--- src/rtl/kara142_seq.sv ---
// kara142_seq: iterative 142x142 GF(2) Karatsuba sequencer over one shared 71-bit multiplier.
// Optional KARA142_ZERO_SKIP_EN: a zero operand bypasses the three multiplier requests.
module kara142_seq #(
  parameter int N = 142,
  parameter int H = 71
) (
  input  logic             clk,
  input  logic             rst,
  input  logic             start,
  input  logic [N-1:0]     a,
  input  logic [N-1:0]     b,
  output logic             busy,
  output logic             done,
  output logic [2*N-2:0]   result,
  output logic             mul_req,
  output logic [H-1:0]     mul_a,
  output logic [H-1:0]     mul_b,
  input  logic             mul_ack,
  input  logic [2*H-2:0]   mul_p
);
  localparam int W = 2*N-1;
  localparam int P = 2*H-1;
  typedef enum logic [2:0] {IDLE, ISS_L, ISS_H, ISS_M, COMBINE, DONE} state_t;
  state_t state_q, state_d;
  logic [N-1:0] a_q, a_d, b_q, b_d;
  logic [P-1:0] pl_q, pl_d, ph_q, ph_d, pm_q, pm_d, mid;
  logic [W-1:0] result_q, result_d;
  logic mul_req_q, mul_req_d;
  logic [H-1:0] mul_a_q, mul_a_d, mul_b_q, mul_b_d;
  always_comb begin
    state_d  = state_q;
    a_d      = a_q;
    b_d      = b_q;
    pl_d     = pl_q;
    ph_d     = ph_q;
    pm_d     = pm_q;
    result_d = result_q;
    mid      = pm_q ^ pl_q ^ ph_q;
    case (state_q)
      IDLE: if (start) begin
        a_d     = a;
        b_d     = b;
        state_d = ISS_L;
`ifdef KARA142_ZERO_SKIP_EN
        if (a == '0 || b == '0) begin
          state_d = COMBINE;
          pl_d    = '0;
          ph_d    = '0;
          pm_d    = '0;
        end
`endif
      end
      ISS_L: if (mul_ack) begin
        pl_d    = mul_p;
        state_d = ISS_H;
      end
      ISS_H: if (mul_ack) begin
        ph_d    = mul_p;
        state_d = ISS_M;
      end
      ISS_M: if (mul_ack) begin
        pm_d    = mul_p;
        state_d = COMBINE;
      end
      COMBINE: begin
        result_d = W'(pl_q) ^ (W'(mid) << H) ^ (W'(ph_q) << N);
        state_d  = DONE;
      end
      default: state_d = IDLE;
    endcase
    // Operands are registered alongside the state so they are valid on entry to each issue state
    mul_req_d = state_d == ISS_L || state_d == ISS_H || state_d == ISS_M;
    mul_a_d   = state_d == ISS_L ? a_d[H-1:0] : state_d == ISS_H ? a_d[N-1:H] :
                state_d == ISS_M ? a_d[H-1:0] ^ a_d[N-1:H] : '0;
    mul_b_d   = state_d == ISS_L ? b_d[H-1:0] : state_d == ISS_H ? b_d[N-1:H] :
                state_d == ISS_M ? b_d[H-1:0] ^ b_d[N-1:H] : '0;
  end
  always_ff @(posedge clk) begin
    if (rst) begin
      state_q   <= IDLE;
      a_q       <= '0;
      b_q       <= '0;
      pl_q      <= '0;
      ph_q      <= '0;
      pm_q      <= '0;
      result_q  <= '0;
      mul_req_q <= 1'b0;
      mul_a_q   <= '0;
      mul_b_q   <= '0;
    end else begin
      state_q   <= state_d;
      a_q       <= a_d;
      b_q       <= b_d;
      pl_q      <= pl_d;
      ph_q      <= ph_d;
      pm_q      <= pm_d;
      result_q  <= result_d;
      mul_req_q <= mul_req_d;
      mul_a_q   <= mul_a_d;
      mul_b_q   <= mul_b_d;
    end
  end
  assign busy    = state_q != IDLE;
  assign done    = state_q == DONE;
  assign result  = result_q;
  assign mul_req = mul_req_q;
  assign mul_a   = mul_a_q;
  assign mul_b   = mul_b_q;
endmodule
--- config.mk ---
export PLATFORM = sky130hd
export DESIGN_NAME = kara142_seq
export DESIGN_NICKNAME = d
export VERILOG_FILES = /design/src/rtl/kara142_seq.sv
export SDC_FILE = /design/constraint.sdc
export NUM_CORES = 2
export LEC_CHECK = 0
export ABC_AREA = 1
export BUFFER_PORTS_ARGS = -buffer_cell sky130_fd_sc_hd__buf_2
export CORE_AREA = 5 5 326 328
export CTS_BUF_LIST = sky130_fd_sc_hd__clkbuf_2 sky130_fd_sc_hd__clkbuf_4 sky130_fd_sc_hd__clkbuf_8
export CTS_CLUSTER_DIAMETER = 200
export DETAILED_ROUTE_END_ITERATION = 10
export DIE_AREA = 0 0 331 333
export PLACE_DENSITY = 0.67
export SETUP_SLACK_MARGIN = 0.3
export SYNTH_ARGS = -nofsm -noshare
export SYNTH_HDL_FRONTEND = slang
export SYNTH_SLANG_ARGS = --single-unit
--- constraint.sdc ---
create_clock -name clk -period 2.25 [get_ports clk]
set_input_delay 0 -clock clk [delete_from_list [all_inputs] [get_ports clk]]
set_output_delay 0 -clock clk [all_outputs]
set_load 0.02 [all_outputs]
==> impl_metrics.tcl <==
set metrics [dict create \
    grt_pass1_vias 43700 \
    r2r-end "mul_b[4]" \
    worstSetupPathType "flop to flop" \
    area_delta_synth_final_pct 35.7 \
    cp_max_fo 31 \
    grt_usage_pct 26.2 \
    initial_utilization_pct 45.5 \
    die_x_um 331 \
    synth_edf_count 0 \
    yosys.area.top_type_share_pct 48.5 \
    finalHoldViolations 0 \
    dr.pass1.iters 5 \
    clk_latency_ps 890 \
    maxCapViolCount 0 \
    whs_endpoint "state_q[0]" \
    fmax_ghz 0.517 \
    wire_per_inst_um 17.1 \
    grt_max_degree 141 \
    crit_arrival_ps 2700 \
    tightestPinTransition_ps 771 \
    cts_tree "done" \
    startpoint "state_q[0]" \
    dieArea_mm2 0.110 \
    cts_buffer_depth 3 \
    hp-class "primary input to flop" \
    synth_most_common_cell "dfxtp_1" \
    antenna_found_initial 29 \
    core_area_mm2 0.103 \
    nNetsFinal 8045 \
    portBuffers 856 \
    grt_overflow_total 0 \
    synthCells 6211 \
    outcome "finished clean" \
    htreeDepth 4 \
    powerDensity_mw_per_mm2 793 \
    first_iter_violations 3365 \
    clk_pin_slew_worst_paths_ps 60 \
    clock-sinks 1136 \
    gp_congestion 0.852 \
    rows 118 \
    synthTopCellsByCount "1136 x dfxtp_1, 1077 x nand2_1, 1055 x nor2_1, 694 x inv_1, 673 x o21ai_0" \
    irDropWorstVdd_mv 0.540 \
    tns_ps 0 \
    vias 45700 \
    synthesis.area_mm2 0.0469 \
    synth_top_cells_by_area "dfxtp_1 49%, nand2_1 8.6%, nor2_1 8.5%" \
    reg2reg_slack_ps 320 \
    final_cell_count_no_fill 9169 \
    synth.distinct_cells 31 \
    yosys_warnings 0 \
    synth_ff_type "dfxtp_1" \
    p_leak_uw 0.0290 \
    ys_seq_elements 1136 \
    place_inst 8143 \
    post-route-min-period_ps 1930 \
    worstReg2RegStart "state_q[0]" \
    pre_cts_ws_ps 232 \
    drc 0 \
    post-synth-top-area-cell "dfxtp_1" \
    numCtsBuffers 187 \
    drv_slew 0 \
    period_share_pct 85.9 \
    fin_hold_ws_ps 32.1 \
    dp_hpwl_mm 94.6 \
    ys_seq_area_share_pct 48.5 \
    cp.required_ps 3010 \
    syn_nets 6640 \
    finClkSkew_ps 58.9 \
    setup_ws_ps 317 \
    worst_setup_path_end_kind "flop" \
    syn_avg_cell_area_um2 7.54 \
    hp-start "start" \
    cts_root_buffer "clkbuf_8" \
    grt_pass1_wl_mm 235 \
    async_flop_share_pct 0 \
    start_kind "flop" \
    pin_count 857 \
    vias_per_cell 4.98 \
    drive_gt1_share_pct 18.2 \
    holdPathStages 5 \
    drt_wl_total_mm 157 \
    slew_headroom_pct 48.6 \
    rsz0062_at_grt "true" \
    postPlaceCellArea_mm2 0.0523 \
    ant_nets 0 \
    stdcell_area_mm2 0.0636 \
    setup_viol_count_final 0 \
    die-height_um 333 \
    r2r_cells 9 \
]
## power by group
| group | internal [uW] | switching [uW] |
|---|---|---|
| sequential | 21400 | 624 |
| clock | 11000 | 8610 |
| combinational | 3730 | 5120 |
| total | 36100 | 14400 |
## worst max path at each step
stage / end / slack (ps) / depth (start not counted)
finish: mul_b[4] / 320 / 9
CTS: busy / 250 / 4
detailed placement: ph_q[109] / 230 / 6
global placement: mul_b[15] / 260 / 8
floorplan: mul_b[10] / 660 / 9
global route: mul_b[27] / 150 / 10
## sequential cells by signal, summed over array words and instances, names as in the netlist
signal	count
result	283
a_q	142
b_q	142
ph_q	141
pl_q	141
pm_q	141
mul_a	71
mul_b	71
state_q	3
mul_req	1
## critical path: stages, from the launching register on
cell and delay [ps]:
dfxtp_4 380, nor2_4 150, nand2_2 100, nor2_4 160, buf_12 180, buf_6 240
o21ai_0 210, nand3b_1 240, nand3_1 130, nand2_1 60
## per-stage QoR
step	util [%]	total power, uW
2_1_floorplan	-	27400
3_3_place_gp	50.9	29400
3_5_place_dp	50.9	29600
6_report	61.8	50500
4_1_cts	61.0	50000
5_1_grt	61.8	52600
## what timing repair did
action | CTS | global route
endpoints found under the setup margin | 91 | 248
cloned | 0 | 20
endpoints found under the hold margin | 1136 | 0
pin swaps | 0 | 2
hold buffers | 634 | 0
setup buffers | 0 | 12
resized for setup | 6 | 61
## placed cells by master (no fill, tap or decap), types with 3 or more instances in the layout
cell / n
a21oi_1: 160
buf_12: 34
buf_16: 11
buf_2: 853
buf_4: 48
buf_6: 7
bufinv_16: 5
clkbuf_16: 16
clkbuf_4: 63
clkbuf_8: 234
clkinv_2: 21
clkinvlp_4: 3
dfxtp_1: 1133
diode_2: 27
dlygate4sd3_1: 631
inv_1: 693
inv_2: 4
inv_6: 6
inv_8: 4
nand2_1: 1075
nand2_2: 4
nand3_1: 149
nand3_4: 3
nand3b_1: 128
nor2_1: 1055
nor2_2: 69
nor2_4: 4
o211ai_1: 140
o21a_1: 127
o21ai_0: 655
o21ai_1: 42
o21ai_2: 8
xnor2_1: 352
xor2_1: 5
## per-layer routing
layer  up-vias  track usage, %  share of wire [%]
li1      22300               -                  -
met1     21000            32.0                 40
met2      1891            43.2                 46
met3       485            5.57                8.1
met4         6            14.0                5.3
met5         -               0              0.027
## logic make-up after synthesis
kind of cell,Yosys count,share of synthesized area (%)
and+or+nand+nor,2492,21.9
xor gates and xnor gates,357,6.67
AOI/OAI and AO/OA,1135,13.6
DFF,1136,48.5
buffers and inverters,1091,9.32
## cell type report
class	count	area, um^2
Antenna cell	27	67.6
Timing Repair Buffer	1604	12500
Inverter	703	2670
Fill cell	8546	39300
Multi-Input combinational cell	3984	19800
Sequential cell	1136	22700
Clock inverter	39	408
Tap cell	1380	1730
Clock buffer	296	3690
Note: power is estimated with default switching activity, not from simulation.
